===== config.mk =====
export PLATFORM = sky130hd
export DESIGN_NAME = mm4_argmax_reader_flat
export DESIGN_NICKNAME = d
export VERILOG_FILES = /design/src/rtl/mm4_argmax_reader_pkg.sv /design/src/rtl/mm4_argmax_reader_if.sv /design/src/rtl/mm4_argmax_reader_cmp_stage.sv /design/src/rtl/mm4_argmax_reader.sv /design/src/flat_wrapper.sv
export SDC_FILE = /design/constraint.sdc
export NUM_CORES = 1
export LEC_CHECK = 0
export CAP_MARGIN = 10
export CORE_MARGIN = 8
export CORE_UTILIZATION = 50
export DETAILED_ROUTE_END_ITERATION = 16
export PLACE_DENSITY = 0.94
export SETUP_SLACK_MARGIN = 0.05
export SYNTH_ARGS = -nofsm -noshare
export SYNTH_HDL_FRONTEND = slang
export SYNTH_HIERARCHICAL = 1
export SYNTH_SLANG_ARGS = --single-unit

===== constraint.sdc =====
create_clock -name clk -period 3.9 [get_ports clk]
set_input_delay 0.585 -clock clk [delete_from_list [all_inputs] [get_ports clk]]
set_output_delay 0.585 -clock clk [all_outputs]
set_load 0.005 [all_outputs]

===== src/rtl/mm4_argmax_reader_pkg.sv =====
// mm4_argmax_reader_pkg: shared definitions for the layer-4 logit argmax reader.
// Holds the FSM state encoding and the default geometry of the logit store.
package mm4_argmax_reader_pkg;

  typedef enum logic [1:0] {
    ST_IDLE   = 2'd0,
    ST_SCAN   = 2'd1,
    ST_FINISH = 2'd2
  } state_t;

  localparam int NUM_CLASSES_DEF = 10;
  localparam int DATA_W_DEF      = 32;
  localparam int ADDR_W_DEF      = 16;
  localparam int CLASS_W_DEF     = 4;

endpackage


===== src/rtl/mm4_argmax_reader_if.sv =====
// mm4_argmax_reader_if: control handshake, result and logit-memory read port of
// the argmax reader. The reader connects through the master modport; the
// requester/memory side connects through the slave modport.
interface mm4_argmax_reader_if #(
  parameter int DATA_W  = 32,
  parameter int ADDR_W  = 16,
  parameter int CLASS_W = 4
);
  logic                     start;
  logic        [ADDR_W-1:0] rd_addr;
  logic signed [DATA_W-1:0] rd_data;
  logic                     busy;
  logic                     done;
  logic       [CLASS_W-1:0] class_out;
  logic signed [DATA_W-1:0] max_val;
  logic                     result_valid;

  modport master (
    input  start, rd_data,
    output rd_addr, busy, done, class_out, max_val, result_valid
  );

  modport slave (
    output start, rd_data,
    input  rd_addr, busy, done, class_out, max_val, result_valid
  );
endinterface


===== src/rtl/mm4_argmax_reader_cmp_stage.sv =====
// argmax_cmp_stage: registered running maximum. An init strobe loads the first
// candidate unconditionally; later candidates replace it only when strictly
// greater (signed), so ties keep the earliest index.
module argmax_cmp_stage #(
  parameter int DATA_W  = 32,
  parameter int CLASS_W = 4
) (
  input  logic                     clk,
  input  logic                     rst_n,
  input  logic                     vld,
  input  logic                     init,
  input  logic signed [DATA_W-1:0] din,
  input  logic       [CLASS_W-1:0] idx,
  output logic signed [DATA_W-1:0] best_val,
  output logic       [CLASS_W-1:0] best_idx
);

  logic take;

  assign take = vld && (init || (din > best_val));

  // Best-so-far register: load on init or on a strictly greater candidate
  always_ff @(posedge clk or negedge rst_n) begin
    if (!rst_n) begin
      best_val <= '0;
      best_idx <= '0;
    end else if (take) begin
      best_val <= din;
      best_idx <= idx;
    end
  end

endmodule


===== src/rtl/mm4_argmax_reader.sv =====
// mm4_argmax_reader: sweeps the layer-4 logit memory and reports the index and
// value of the largest signed logit.
// Build option: define ARGMAX_RDLAT1_EN when the memory read port is
// registered (1-cycle latency); the compare is then fed from a delayed
// index/valid tag so each sample lines up with the address that produced it.
module mm4_argmax_reader
  import mm4_argmax_reader_pkg::*;
#(
  parameter int NUM_CLASSES = NUM_CLASSES_DEF,
  parameter int DATA_W      = DATA_W_DEF,
  parameter int ADDR_W      = ADDR_W_DEF,
  parameter int BASE_ADDR   = 0,
  parameter int CLASS_W     = CLASS_W_DEF
) (
  input logic                clk,
  input logic                rst_n,
  mm4_argmax_reader_if.master bus
);

  localparam logic [CLASS_W-1:0] LAST_IDX = CLASS_W'(NUM_CLASSES - 1);

  state_t               state;
  logic   [CLASS_W-1:0] index;
  logic                 issue;
  logic                 cmp_vld;
  logic   [CLASS_W-1:0] cmp_idx;
  logic                 cmp_init;
  logic                 cmp_last;
  logic signed [DATA_W-1:0] best_val;
  logic       [CLASS_W-1:0] best_idx;

  // index is parked at 0 outside a scan, so the address never leaves the logit range
  assign bus.rd_addr = ADDR_W'(BASE_ADDR) + ADDR_W'(index);

`ifdef ARGMAX_RDLAT1_EN
  logic                 issue_en;
  logic                 vld_p1;
  logic   [CLASS_W-1:0] idx_p1;

  assign issue = (state == ST_SCAN) && issue_en;

  // p1: tag travels one cycle behind the address to meet the registered read data
  always_ff @(posedge clk or negedge rst_n) begin
    if (!rst_n) begin
      vld_p1 <= 1'b0;
      idx_p1 <= '0;
    end else begin
      vld_p1 <= issue;
      idx_p1 <= index;
    end
  end

  assign cmp_vld = vld_p1;
  assign cmp_idx = idx_p1;
`else
  assign issue   = (state == ST_SCAN);
  assign cmp_vld = issue;
  assign cmp_idx = index;
`endif

  assign cmp_init = cmp_vld && (cmp_idx == '0);
  assign cmp_last = cmp_vld && (cmp_idx == LAST_IDX);

  argmax_cmp_stage #(
    .DATA_W  (DATA_W),
    .CLASS_W (CLASS_W)
  ) u_cmp (
    .clk      (clk),
    .rst_n    (rst_n),
    .vld      (cmp_vld),
    .init     (cmp_init),
    .din      (bus.rd_data),
    .idx      (cmp_idx),
    .best_val (best_val),
    .best_idx (best_idx)
  );

  assign bus.class_out = best_idx;
  assign bus.max_val   = best_val;

  // Scan FSM and address counter; done/busy/result_valid are registered
  always_ff @(posedge clk or negedge rst_n) begin
    if (!rst_n) begin
      state            <= ST_IDLE;
      index            <= '0;
      bus.busy         <= 1'b0;
      bus.done         <= 1'b0;
      bus.result_valid <= 1'b0;
`ifdef ARGMAX_RDLAT1_EN
      issue_en         <= 1'b0;
`endif
    end else begin
      bus.done <= 1'b0;
      case (state)
        ST_IDLE: begin
          if (bus.start) begin
            state            <= ST_SCAN;
            index            <= '0;
            bus.busy         <= 1'b1;
            bus.result_valid <= 1'b0;
`ifdef ARGMAX_RDLAT1_EN
            issue_en         <= 1'b1;
`endif
          end
        end
        ST_SCAN: begin
          if (issue) begin
            if (index == LAST_IDX) begin
              index <= '0;
`ifdef ARGMAX_RDLAT1_EN
              issue_en <= 1'b0;
`endif
            end else begin
              index <= index + 1'b1;
            end
          end
          if (cmp_last) begin
            state            <= ST_FINISH;
            bus.busy         <= 1'b0;
            bus.done         <= 1'b1;
            bus.result_valid <= 1'b1;
          end
        end
        ST_FINISH: begin
          state <= ST_IDLE;
        end
        default: begin
          state <= ST_IDLE;
        end
      endcase
    end
  end

endmodule


===== src/flat_wrapper.sv =====
// flat-port wrapper written by rule: the top's interface ports become plain ports
module mm4_argmax_reader_flat import mm4_argmax_reader_pkg::*;
#(
  parameter int NUM_CLASSES = NUM_CLASSES_DEF,
  parameter int DATA_W      = DATA_W_DEF,
  parameter int ADDR_W      = ADDR_W_DEF,
  parameter int BASE_ADDR   = 0,
  parameter int CLASS_W     = CLASS_W_DEF
)
  (clk, rst_n, bus_start, bus_rd_data, bus_rd_addr, bus_busy, bus_done, bus_class_out, bus_max_val, bus_result_valid);
  mm4_argmax_reader_if #(.DATA_W(DATA_W), .ADDR_W(ADDR_W), .CLASS_W(CLASS_W)) bus_i ();
  input logic clk;
  input logic rst_n;
  input wire logic [$bits(bus_i.start)-1:0] bus_start;
  input wire logic [$bits(bus_i.rd_data)-1:0] bus_rd_data;
  output wire logic [$bits(bus_i.rd_addr)-1:0] bus_rd_addr;
  output wire logic [$bits(bus_i.busy)-1:0] bus_busy;
  output wire logic [$bits(bus_i.done)-1:0] bus_done;
  output wire logic [$bits(bus_i.class_out)-1:0] bus_class_out;
  output wire logic [$bits(bus_i.max_val)-1:0] bus_max_val;
  output wire logic [$bits(bus_i.result_valid)-1:0] bus_result_valid;
  assign bus_i.start = bus_start;
  assign bus_i.rd_data = bus_rd_data;
  assign bus_rd_addr = bus_i.rd_addr;
  assign bus_busy = bus_i.busy;
  assign bus_done = bus_i.done;
  assign bus_class_out = bus_i.class_out;
  assign bus_max_val = bus_i.max_val;
  assign bus_result_valid = bus_i.result_valid;
  mm4_argmax_reader #(.NUM_CLASSES(NUM_CLASSES), .DATA_W(DATA_W), .ADDR_W(ADDR_W), .BASE_ADDR(BASE_ADDR), .CLASS_W(CLASS_W)) u_core (.clk(clk), .rst_n(rst_n), .bus(bus_i));
endmodule

; Word-level counts from Yosys, hierarchy flattened
; Index checks and enable logic that the tools add are counted.
[classes]
add_sub_neg = 1
n_lt_le_gt_ge = 1
n_eq_ne = 4
muxes = 14
reduce_logical = 10
[ops]
columns = operator, count
row1 = 32-bit greater-than comparator, 1
row2 = 4-bit 2-to-1 mux, 2
row3 = 4-bit case mux with 2 select lines, 1
row4 = 1-bit 2-to-1 mux, 6
row5 = 4-bit by 1-bit adder with 4-bit output (second input constant), 1
row6 = 4-bit equality test (second input constant), 1
row7 = 4-bit logical NOT, 1
row8 = 2-bit 2-to-1 mux, 2
row9 = 2-bit inequality test (second input constant), 2
row10 = 1-bit case mux with 2 select lines, 2
row11 = 2-bit case mux with 2 select lines, 1
row12 = 2-bit AND reduction, 2
row13 = 1-bit logical AND, 3
row14 = 3-bit AND reduction, 1
row15 = 2-bit by 1-bit equality test with 1-bit output (second input constant), 1
row16 = 2-bit logical NOT, 1
row17 = 2-bit nonzero test, 1
row18 = 1-bit logical OR, 1
[totals]
regBits = 45
in_bits = 35
output_inout_bits = 55
word_cells = 37

; Depth between registers and ports, before layout
[depth]
word_depth = 4
depth_mapped = 9
mapped_depth_nobuf = 8

; Cells and area by module
; The synthesis kept the hierarchy.
[modules_own_cells]
columns = module, n_inst, cells_each, area_per_inst_um2, seq_area_each_um2
row1 = argmax_cmp_stage, 1, 194, 2314.7, 900.9
row2 = mm4_argmax_reader, 1, 53, 520.5, 225.2

; Worst setup path before layout
; No wires, ideal clock.
[synth_timing]
kind = input to register
startpoint = in bus_rd_data[30]
endpoint = reg u_core.u_cmp.best_idx[0]
setup_ns = 0.125
arrival_time_ns = 2.466
t_required_ns = 3.775
slack_ns = 1.309
cell_stages = 8
n_path_buf = 1
path_cell_list = ha_1 -> nand4_2 -> or4_4 -> o21ai_1 -> nand2_1 -> o211ai_4 -> buf_6 -> mux2_4
[synth_between]
elab_chain_len = 3
[synth_rtl]
columns = item, line
row1 = from (decl), flat_wrapper.sv:15  ; input wire logic [$bits(bus_i.rd_data)-1:0] bus_rd_data;
row2 = 32-bit greater-than comparator, mm4_argmax_reader_cmp_stage.sv:20  ; assign take = vld && (init || (din > best_val));
row3 = 1-bit logical OR, mm4_argmax_reader_cmp_stage.sv:20
row4 = 1-bit logical AND, mm4_argmax_reader_cmp_stage.sv:20
row5 = to (signal assigned), mm4_argmax_reader_cmp_stage.sv:29  ; best_idx <= idx;
row6 = to (decl), mm4_argmax_reader_cmp_stage.sv:15  ; output logic [CLASS_W-1:0] best_idx
; Every way passes these cells.
; A chain may end at the register's enable or synchronous reset.

; Worst setup path in the final report
[layout_timing]
startpoint = in bus_rd_data[30]
endpoint = reg u_core.u_cmp.best_val[23]
[layout_between]
elab_chain_len = 3
[layout_rtl]
columns = item, line
row1 = 32-bit greater-than comparator, mm4_argmax_reader_cmp_stage.sv:20
row2 = 1-bit logical OR, mm4_argmax_reader_cmp_stage.sv:20
row3 = 1-bit logical AND, mm4_argmax_reader_cmp_stage.sv:20
row4 = to (signal assigned), mm4_argmax_reader_cmp_stage.sv:28  ; best_val <= din;
row5 = to (decl), mm4_argmax_reader_cmp_stage.sv:14  ; output logic signed [DATA_W-1:0] best_val,
; Every way passes these cells.

==> results by group <==
Routing
  – Routed wl met3: around 410 um
  – DRC Markers: 0
  – ANT nets after route: 0
  – Avg WL per Cell: 15.9 um
  – Final WL: 6410 um
  – Wl on met1: approximately 2600 um
  – DRT iter0 DRCs: 52
  – Drt pass-1 iters: 4
  – Met2 wire len: 3290 um
  – Vias: 2078
  – Top Layer Used: met4
  – Detail-routed via count per cell: 5.16

CTS
  – Post_cts resized: 0
  – Htree depth: 2
  – Worst-path clk slew: 0.08 ns
  – Hold-fix buffer count after cts: 0
  – Worst-skew pair later-pin latency: around 0.30 ns
  – Longest Clk Path Bufs: 2
  – Root Buffer: clkbuf_8
  – Postcts setup bufs: 0
  – CTS Buf Count: 5
  – TritonCTS clock tree: built
  – Clk sinks: 45

Power
  – Gate power share: 0.602
  – Design Power: 3.36 mW
  – Clock power share: 0.123
  – Power Density: 893 nW/um2
  – Net Sw Power: around 1.2 mW
  – Sw Ratio: 0.347
  – Part of the power in registers: 0.275
  – Worst vdd ir: between 0.0005 and 0.0006 V
  – P_leak: 1.81 nW
  – Internal: ~2.2 mW

Yosys
  – Top FF cell, synth: dfrtp_1
  – Largest area contributor in the netlist: dfrtp_1
  – Post-synthesis sequential area ratio: 0.397
  – Syn avg cell area: 11.5 um2
  – Synth cell count leaders: dfrtp_1 (45), inv_1 (37), ha_1 (35)
  – EDFF count, synth: 0
  – Syn Std Cell Area: between 2000 and 3000 um2
  – Post-synth top area share: 0.397
  – Main area contributors after synthesis: dfrtp_1 (40%), mux2_4 (16%), ha_1 (15%)
  – Most instantiated library cell after synthesis: dfrtp_1
  – Count of cell types in the netlist: 38
  – Count of state elements after synthesis: 45
  – Syn Inst Count: 247
  – Asr flop ratio synth: 1.00
  – Yosys warns: 6

Die
  – FP Rows: 27
  – Initial core utilization: 0.515
  – Die area: 8340 um2
  – Die span in x: 91.3 um
  – Core Region: 5510 um2
  – I/O pin total: 90
  – Die height: 91.3 um

Worst hold path
  – Worst min-delay path class: input pin to async pin

STA
  – Final hold viol count: 0
  – Unrepaired setup endpoints after global routing: false
  – Fin crit share: 0.797
  – Setup TNS: 0 ns
  – Clock skew: about 0.0043 ns
  – Minimum clock period after layout: 3.11 ns
  – Slew margin rel.: 0.336
  – Tightest Pin Transition: 0.996 ns
  – Max Slew Vio Count: 0
  – Max frequency: 0.322 GHz
  – Final setup fails: 0

Global route
  – Number of global-route vias before repair: 2310
  – First-pass GRT wire length: 10800 um
  – Tot GR Track Use: 0.155
  – GRT overflow: 0
  – Largest net degree at the start of global routing: between 40 and 50
  – Antenna violations before repair: 0

Final layout
  – Final Non-Filler Cells: 403
  – Final Util: 0.684
  – Final Net Count: 400
  – Layout overhead on the synthesized area: 32.8%
  – Number of diodes: 0
  – Layout cells sized above 1: 0.166

Place
  – HPWL Detailed: approximately 5200 um
  – Routability congestion estimate: 0.806
  – Placed cells: 395
  – # port buffers: 77

Worst setup path
  – Critical path class: input pin to register
  – Worst Setup End Kind: register
  – Crit path DAT: about 3.3 ns
  – WP data required: 4.09 ns
  – Element type at the critical path start: input pin
  – Critical path peak fanout: 15

Run
  – MaxCap Viol Count: 0

Status
  – Status: complete, no violations
## routing by layer
| metal | global-route usage | vias to the layer above |
|---|---|---|
| met5 | 0 | - |
| met4 | 0.0491 | 0 |
| met3 | 0.0444 | 9 |
| met2 | 0.276 | 67 |
| met1 | 0.175 | 988 |
| li1 | - | 1014 |
## path summary, 6_finish.rpt
path | start | endpoint | slack [ns] | cells after the start
max | bus_rd_data[30] | u_core/u_cmp/best_val[23]$_DFFE_PN0P_ | 0.79 | 9
min | rst_n | u_core/u_cmp/best_val[21]$_DFFE_PN0P_ | 0.45 | 1
max reg2reg | u_core/u_cmp/best_val[14]$_DFFE_PN0P_ | u_core/u_cmp/best_val[23]$_DFFE_PN0P_ | 1.11 | 9
min reg2reg | u_core/bus.result_valid$_DFFE_PN0P_ | u_core/bus.result_valid$_DFFE_PN0P_ | 0.50 | 1
max in group asynchronous | rst_n | u_core/u_cmp/best_val[7]$_DFFE_PN0P_ | 2.84 | 1
min in group clk | u_core/bus.result_valid$_DFFE_PN0P_ | u_core/bus.result_valid$_DFFE_PN0P_ | 0.50 | 1
## worst max-delay path, cell delays in order
cell	delay (ns)
clkdlybuf4s50_1	0.45
ha_1	0.36
nand4_2	0.16
or4_4	0.57
o21ai_1	0.14
nand2_1	0.10
o211ai_4	0.29
buf_4	0.30
mux2_2	0.35
## stage by stage
| step | setup slack [ns] | instance area (um2) | hold slack, ns |
|---|---|---|---|
| global placement | 0.501 | 3630 | 0.478 |
| finish | 0.791 | 3760 | 0.455 |
| CTS | 0.794 | 3760 | 0.482 |
| global route | 0.627 | 3760 | 0.522 |
| floorplan | 1.31 | 2880 | 0.289 |
| detailed placement | 0.476 | 3630 | 0.480 |
## power by group through the flow
stage	Sequential, mW	Combinational [mW]	Clock (mW)
2_1_floorplan	0.906	1.33	0
4_1_cts	0.930	2.05	0.423
3_5_place_dp	0.934	2.03	0
5_1_grt	0.960	2.21	0.441
3_3_place_gp	0.915	1.96	0
6_report	0.925	2.03	0.412
## cell families after synthesis
family	synth area share
DFF	0.397
other	0.00132
buffers and inverters	0.0927
AOI/OAI and AO/OA	0.0869
muxes	0.183
and+or+nand+nor	0.0847
adders and majority gates	0.154
## layout make-up
type,count,area (um2)
inverters,37,139
repair buffers,80,788
well taps,72,90.1
multi-input cells,161,1490
fillers,402,1740
clock buffers,5,68.8
flip-flops and latches,45,1130
clock inverters,3,65.1
## sequential cells by signal (all words and copies together) (netlist names)
| name | cells |
|---|---|
| u_core/bus.busy | 1 |
| u_core/bus.done | 1 |
| u_core/bus.result_valid | 1 |
| u_core/cmp_idx | 4 |
| u_core/state | 2 |
| u_core/u_cmp/best_idx | 4 |
| u_core/u_cmp/best_val | 32 |
## cell usage in the layout (no fill, tap or decap), types with 2 or more instances in the layout
| cell | Yosys | layout |
|---|---|---|
| o21ai_0 | 6 | 6 |
| conb_1 | 1 | 12 |
| inv_1 | 37 | 37 |
| a22oi_1 | 2 | 2 |
| o21a_1 | 2 | 2 |
| nor2b_1 | 2 | 2 |
| nor3_1 | 2 | 2 |
| clkdlybuf4s50_1 | 0 | 76 |
| nand4_1 | 8 | 8 |
| clkbuf_8 | 0 | 5 |
| dfrtp_1 | 45 | 45 |
| buf_4 | 12 | 3 |
| bufinv_16 | 0 | 2 |
| nand2_1 | 13 | 13 |
| nand3_1 | 4 | 4 |
| ha_1 | 35 | 35 |
| mux2_4 | 30 | 30 |
| a21oi_1 | 15 | 15 |
| mux2_2 | 6 | 6 |
| nor2_1 | 4 | 4 |
Note: power is estimated with default switching activity, not from simulation.
